**src/rtl/ucode_seq.sv**
```systemverilog
// rtl/ucode_seq.sv - microcode sequencer: next-address mux plus call/return stack.
// Define UCODE_SEQ_STACK_CHECK_EN for saturating stack with sticky ovf/unf; otherwise the stack pointer wraps.
module ucode_seq #(
  parameter int ADR_W = 11,
  parameter int DEPTH = 16,
  parameter int NSRC  = 4,
  parameter logic [ADR_W-1:0] TRAP_MASK = ADR_W'(11'b01111111110)
) (
  input  logic                        clk,
  input  logic                        RESET,
  input  logic [ADR_W-1:0]            j,
  input  logic [$clog2(NSRC+2)-1:0]   disp_sel,
  input  logic [NSRC*ADR_W-1:0]       disp_src,
  input  logic                        cond,
  input  logic                        call,
  input  logic                        ret,
  input  logic                        force_trap,
  output logic [ADR_W-1:0]            cradr,
  output logic [ADR_W-1:0]            ret_adr,
  output logic [$clog2(DEPTH):0]      sp,
  output logic                        stk_full,
  output logic                        stk_empty,
  output logic                        ovf,
  output logic                        unf
);
  localparam int PW = $clog2(DEPTH);
  localparam int SW = $clog2(NSRC+2);

  logic [ADR_W-1:0] stack [DEPTH];
  logic [ADR_W-1:0] disp_val;
  logic [ADR_W-1:0] nxt_adr;
  logic [PW-1:0]    top_idx;
  logic [PW-1:0]    wr_idx;
  logic             wr_en;
  logic             do_push;
  logic             do_pop;
  logic             do_tail;
  logic             push_eff;
  logic             repl_eff;

  // Trap behaves like a call and masks any return in the same microword.
  assign do_push  = force_trap | (call & ~ret);
  assign do_tail  = call & ret & ~force_trap;
  assign do_pop   = ret & ~call & ~force_trap;
  assign push_eff = do_push | (do_tail & stk_empty);
  assign repl_eff = do_tail & ~stk_empty;

  always_comb begin
    disp_val = '0;
    if (disp_sel == SW'(1))
      disp_val = ret_adr;
    for (int k = 0; k < NSRC; k++) begin
      if (disp_sel == SW'(k + 2))
        disp_val = disp_src[k*ADR_W +: ADR_W];
    end
  end

  assign nxt_adr = j | disp_val | (force_trap ? TRAP_MASK : '0) | {{(ADR_W-1){1'b0}}, cond};

  always_ff @(posedge clk) begin
    if (RESET)
      cradr <= '0;
    else
      cradr <= nxt_adr;
  end

  assign ret_adr = stk_empty ? '0 : stack[top_idx];

  // Stack RAM is deliberately left unreset.
  always_ff @(posedge clk) begin
    if (!RESET && wr_en)
      stack[wr_idx] <= cradr;
  end

`ifdef UCODE_SEQ_STACK_CHECK_EN
  logic [PW:0] sp_q;

  assign sp        = sp_q;
  assign stk_full  = (sp_q == (PW+1)'(DEPTH));
  assign stk_empty = (sp_q == '0);
  assign top_idx   = sp_q[PW-1:0] - PW'(1);
  assign wr_en     = (push_eff & ~stk_full) | repl_eff;
  assign wr_idx    = repl_eff ? top_idx : sp_q[PW-1:0];

  always_ff @(posedge clk) begin
    if (RESET) begin
      sp_q <= '0;
      ovf  <= 1'b0;
      unf  <= 1'b0;
    end else if (push_eff) begin
      if (stk_full)
        ovf <= 1'b1;
      else
        sp_q <= sp_q + (PW+1)'(1);
    end else if (do_pop) begin
      if (stk_empty)
        unf <= 1'b1;
      else
        sp_q <= sp_q - (PW+1)'(1);
    end
  end
`else
  logic [PW-1:0] sp_q;

  assign sp        = {1'b0, sp_q};
  assign stk_full  = 1'b0;
  assign stk_empty = (sp_q == '0);
  assign top_idx   = sp_q - PW'(1);
  assign wr_en     = push_eff | repl_eff;
  assign wr_idx    = repl_eff ? top_idx : sp_q;
  assign ovf       = 1'b0;
  assign unf       = 1'b0;

  // Modular pointer: a push past DEPTH-1 overwrites the oldest entry.
  always_ff @(posedge clk) begin
    if (RESET)
      sp_q <= '0;
    else if (push_eff)
      sp_q <= sp_q + PW'(1);
    else if (do_pop)
      sp_q <= sp_q - PW'(1);
  end
`endif

endmodule

```
**config.mk**
```make
export PLATFORM = sky130hd
export DESIGN_NAME = ucode_seq
export DESIGN_NICKNAME = d
export VERILOG_FILES = /design/src/rtl/ucode_seq.sv
export SDC_FILE = /design/constraint.sdc
export NUM_CORES = 1
export LEC_CHECK = 0
export CAP_MARGIN = 0
export CORE_ASPECT_RATIO = 1.2
export CORE_MARGIN = 5
export CORE_UTILIZATION = 51
export CTS_CLUSTER_DIAMETER = 60
export DETAILED_ROUTE_END_ITERATION = 12
export MAX_ROUTING_LAYER = met4
export PLACE_DENSITY = 0.83
export SETUP_SLACK_MARGIN = 0.1
export SYNTH_ARGS = -nofsm -noshare
export SYNTH_HDL_FRONTEND = slang
export SYNTH_SLANG_ARGS = --single-unit
```
**constraint.sdc**
```tcl
create_clock -name clk -period 3.3 [get_ports clk]
set_clock_uncertainty 0.1 [all_clocks]
set_input_delay 0.495 -clock clk [delete_from_list [all_inputs] [get_ports clk]]
set_output_delay 0.495 -clock clk [all_outputs]
set_load 0.02 [all_outputs]
```
# == Word-level counts from Yosys, hierarchy flattened ==
# Memories as Yosys holds them, arrays and structs flattened.
# Index checks and enable logic that the tools add are counted.
# classes
bitwise,17
eq_ne,5
n_reduce_logical,4
mux,12
n_addsub,2
# ops
op,n
$mux W11,6
$mux W4,3
$or A11 B1 Y11,1
$or A11 B10 Y11,1
$or A11 B11 Y11,1
$mux W10,1
$and A1 B1 Y1,7
$eq A3 B2 Y1 const B,2
$eq A3 B3 Y1 const B,2
$add A4 B1 Y4 const B,1
$logic_not A4 Y1,1
$not A1 Y1,4
$sub A4 B1 Y4 const B,1
$eq A3 B1 Y1 const B,1
$or A1 B1 Y1,3
$mux W1,2
$reduce_bool A2 Y1,1
$logic_and A1 B1 Y1,1
$logic_not A1 Y1,1
# word_totals
output_inout_bits,31
regBits,15
memories,1
ram_bits,176
# mem_list
name,depth,width,read_ports,rd_clocked_by_memory_dff,write_ports,line,source
stack,16,11,1,0,1,29,logic [ADR_W-1:0] stack [DEPTH];

# == Depth between registers and ports, before layout ==
# An unclocked memory read counts as a cell.
# logic_depth
ltp_word,11
ltp_mapped,13
mapped_depth_nobuf,8

# == Worst setup path after synthesis ==
# Ideal clock, no wire load.
# synth_timing
kind,reg-to-reg
start,register sp_q[0]
end,memory stack[2][0] (enable)
t_arrival_ps,2868
stages_incl_launch_ff,13
path_buffers,4
required_time_ps,2822
path_slack_ps,-46
path_cell_list,dfxtp_1 buf_6 buf_6 inv_2 buf_2 ha_1 or3b_4 inv_4 nor4_4 buf_2 nand3_1 a211o_1 nor2_1
# synth_via
elab_chain_cells,7
elab_cells_between_ends,11
cone_classes,add/sub: 1; mux: 3; bitwise: 5; reduce/logical: 2
# synth_rtl
item,line,source
"start, declared",103,logic [PW-1:0] sp_q;
"start signal, assigned",119,sp_q <= sp_q + PW'(1);
"start signal, assigned",121,sp_q <= sp_q - PW'(1);
$logic_not A4 Y1 (*),107,assign stk_empty = (sp_q == '0);
net stk_empty,22,"output logic stk_empty,"
$and A1 B1 Y1 / $not A1 Y1 (equally long branches),"45, 46",
$or A1 B1 Y1 / $and A1 B1 Y1 (equally long branches),"45, 46",
$or A1 B1 Y1,109,assign wr_en = push_eff | repl_eff;
$logic_and A1 B1 Y1,71,if (!RESET && wr_en)
$mux W1,71,
$mux W1 (implied by the code),72,stack[wr_idx] <= cradr;
"end, declared",29,
# Mark *: on every way through the listed nets, which the timed path passes. The rest lies on a longest branch.

# == Worst setup path after layout ==
# layout_timing
start,register sp_q[1]
end,output ret_adr[8]
# layout_via
elab_chain_cells,3
elab_cells_between_ends,4
cone_classes,add/sub: 1; mux: 1; reduce/logical: 1; memory: 1
# layout_rtl
item,line,source
$sub A4 B1 Y4,108,assign top_idx = sp_q - PW'(1);
$mem_v2 Z16 W11,--,
$mux W11 (*),67,assign ret_adr = stk_empty ? '0 : stack[top_idx];
"end, declared",19,"output logic [ADR_W-1:0] ret_adr,"
# Every way passes the cells marked *; elsewhere a longest branch is shown, timed or not.

==> impl_metrics.py <==
metrics = {
    "detailed_routing": {
        "drt_pass1_iterations": 5,
        "ant_nets": 0,
        "drc_errors": 0,
        "routedWlPerCell_um": 22.3,
        "routed_via_density": 6.04,
        "num_vias": 5821,
        "drt-total-wl_mm": 21.5,
        "drt_iter0_markers": 537,
    },
    "die": {
        "initial_core_util_pct": 51.4,
        "die_w_um": 128,
        "dieHeight_um": 152,
        "row_count": 52,
        "die_area_um2": 19500,
        "io_pins": 95,
        "core_um2": 16700,
    },
    "setup_path": {
        "critPathLaunch": "sp_q[1]",
        "crit_path_start_kind": "register",
        "crit_type": "register to primary output",
        "end_kind": "primary output",
        "crit_slowest_cell": "ha_4",
        "crit_required_ns": 2.70,
        "worstPathCellList": "inv_1 -> ha_4 -> buf_16 -> mux2i_2 -> nand3_1 -> nand4_1 -> o32ai_2 -> clkdlybuf4s15_2",
        "reg2reg_depth": 7,
        "cp_data_arrival_time_ns": 2.55,
        "r2r-start": "sp_q[2]",
        "slowest_delay_ns": 0.42,
        "reg2reg_setup_slack_ns": 0.48,
        "crit_fanout": 21,
    },
    "worst_hold_path": {
        "hold_start": "cradr[8]",
        "hp-class": "register to register",
        "hold_depth": 1,
    },
    "clock_tree": {
        "cts_hold_buf": 0,
        "clk_path_buf_depth": 2,
        "numCtsBuffers": 17,
        "clkTransAtPathRegs_ns": 0.07,
        "cts_tree": "built",
        "htreeDepth": 4,
        "worstSkewPairLatency_ns": 0.43,
        "post_cts_buffers": 0,
        "cts.sinks": 191,
        "root_buffer": "clkbuf_16",
    },
    "synthesis": {
        "syn-cell-area_um2": 8560,
        "synth-warning-count": 0,
        "ys_ff_latch": 191,
        "yosysTopAreaCell": "edfxtp_1",
        "yosysSeqAreaShare_pct": 65.3,
        "syn_avg_cell_area_um2": 13.9,
        "ys_types": 52,
        "synth-async-reset-ratio_pct": 0,
        "synth_top_area_share_pct": 61.7,
        "synth_edf_count": 176,
        "synth.area.top_cells": "edfxtp_1 62%, mux2i_1 5.5%, mux2_2 4.7%, dfxtp_1 3.5%, nand3_1 2.6%",
        "postSynthCellCount": 614,
        "synth_ff_type": "edfxtp_1",
    },
    "power_and_ir_drop": {
        "p_leak_nw": 3.60,
        "comb_power_share_pct": 26.8,
        "power_frac_clock_pct": 29.9,
        "power_density_nw_per_um2": 611,
        "power_frac_seq_pct": 43.3,
        "peakVddDrop_v": 0.000436,
        "total_power_mw": 6.48,
        "p_sw_mw": 1.92,
        "switching_share_pct": 29.6,
        "intPower_mw": 4.56,
    },
    "run_status": {
        "status": "complete, no violations",
    },
    "layout": {
        "layout-drive-gt1-share_pct": 23.0,
        "utilization_pct": 63.7,
        "n_antenna_cell": 0,
        "finalNetCount": 801,
        "syn2layout_area_growth_pct": 23.9,
        "design_area_um2": 10600,
    },
    "timing": {
        "post-route-min-period_ns": 3.14,
        "setup_viol": 0,
        "max_freq_mhz": 318,
        "slew-limit-headroom_pct": 52.3,
        "drv_slew": 0,
        "tightest_slew_ns": 0.715,
        "fin_crit_sh_pct": 95.2,
        "fin_ws_ns": 0.159,
        "rsz0062_at_grt": "yes",
        "final_hold_viol_count": 0,
    },
    "place": {
        "place_worst_setup_slack_ns": 0.207,
        "place_hpwl_mm": 14.2,
        "placed_area_um2": 9940,
        "io_buffer_count": 90,
        "place_congestion": 0.922,
    },
    "global_route": {
        "grt_usage_pct": 21.8,
        "grt_overflow": 0,
        "grt_pass1_wl_mm": 31.7,
        "grt_max_degree": 39,
        "antenna_found_initial": 0,
        "grt_pass1_vias": 5855,
    },
    "flow_run": {
        "maxCapViolations": 0,
    },
}
## per-stage QoR
stage / setup TNS, ns / std cells / hold WS [ns]
floorplan: -2.23 / 617 / 0.582
global placement: 0 / 929 / 0.514
detailed placement: 0 / 929 / 0.532
CTS: 0 / 962 / 0.547
global route: 0 / 963 / 0.575
finish: 0 / 963 / 0.542
## cell usage in the layout (no fill, tap or decap), types with 4 or more instances in the layout
master	count
inv_6	4
o21ai_0	10
nand4_1	12
a21oi_1	27
o32ai_2	8
dlygate4sd2_1	4
or3_1	10
nand2_1	25
mux2i_1	45
o21ai_1	8
clkinvlp_4	5
buf_4	40
clkdlybuf4s50_1	79
inv_2	4
nand3_1	45
mux4_2	8
nor2_2	10
mux2_2	36
conb_1	4
clkbuf_16	18
clkbuf_2	4
dfxtp_1	14
nor2_1	37
o21a_1	9
o22ai_1	17
nor3_1	21
edfxtp_1	176
## layout make-up
class | instances | area (um^2)
fillers | 1150 | 6050
flip-flops and latches | 191 | 5590
multi-input cells | 378 | 2810
inverters | 8 | 32.5
clock buffers | 17 | 425
repair buffers | 138 | 1340
clock inverters | 15 | 135
well taps | 216 | 270
## power groups by stage
| stage | clock [mW] | combinational [mW] | sequential, mW |
|---|---|---|---|
| after detailed placement | 0 | 1.63 | 2.85 |
| after CTS | 1.95 | 1.66 | 2.80 |
| after global routing | 2.06 | 1.83 | 2.81 |
| final | 1.94 | 1.73 | 2.80 |
| after floorplan | 0 | 1.01 | 2.87 |
| after global placement | 0 | 1.60 | 2.85 |
## cell families after synthesis
group | synth area share, %
and+or+nand+nor | 10.3
muxes | 12.3
AOI/OAI and AO/OA | 8.08
other | 0.0438
DFF | 65.3
xor gates and xnor gates | 0.483
adders and majority gates | 0.439
buffers and inverters | 3.01
## repair_timing
action / 4_1_cts / 5_1_grt
gates cloned: 1 / 1
pin swaps: 0 / 2
gates resized for setup: 20 / 23
endpoints found under the setup margin: 11 / 11
## critical path: cells and delay by family, from the launching register on
| family | cells | cell delay (ns) |
|---|---|---|
| buffers and inverters | 3 | 0.65 |
| adder cells (fa/ha/maj) | 1 | 0.42 |
| flip-flops | 1 | 0.34 |
| AND/OR/NAND/NOR | 2 | 0.28 |
| multiplexers | 1 | 0.26 |
| AO/OA/AOI/OAI | 1 | 0.15 |
## Yosys cell counts (8+ instances only)
master / count
mux4_2: 8
mux2_2: 36
mux2i_1: 47
nand4_1: 12
o32ai_2: 9
edfxtp_1: 176
nand3_1: 45
o21a_1: 9
a21oi_1: 27
nand2_1: 28
clkbuf_1: 15
buf_4: 8
or3_1: 10
o22ai_1: 19
nor2_1: 47
nor3_1: 21
o21ai_0: 10
dfxtp_1: 15
buf_2: 12
o21ai_1: 10
## routing by layer
layer	up-vias	wire, um	GRT usage, %
met4	0	694	8.80
met3	53	1430	3.83
li1	2605	-	-
met1	2866	8000	25.1
met5	-	0	-
met2	297	11300	37.2
## sequential cells by signal, indices dropped and copies added (netlist names)
name	count
stack	176
cradr	11
sp_q	4
## path summary, 6_finish.rpt
kind                  endpoint
setup / recovery    ret_adr[8]
hold / removal     stack[5][8]
setup reg to reg  stack[10][4]
hold reg to reg    stack[5][8]
Power figures use the tool's default switching activity.
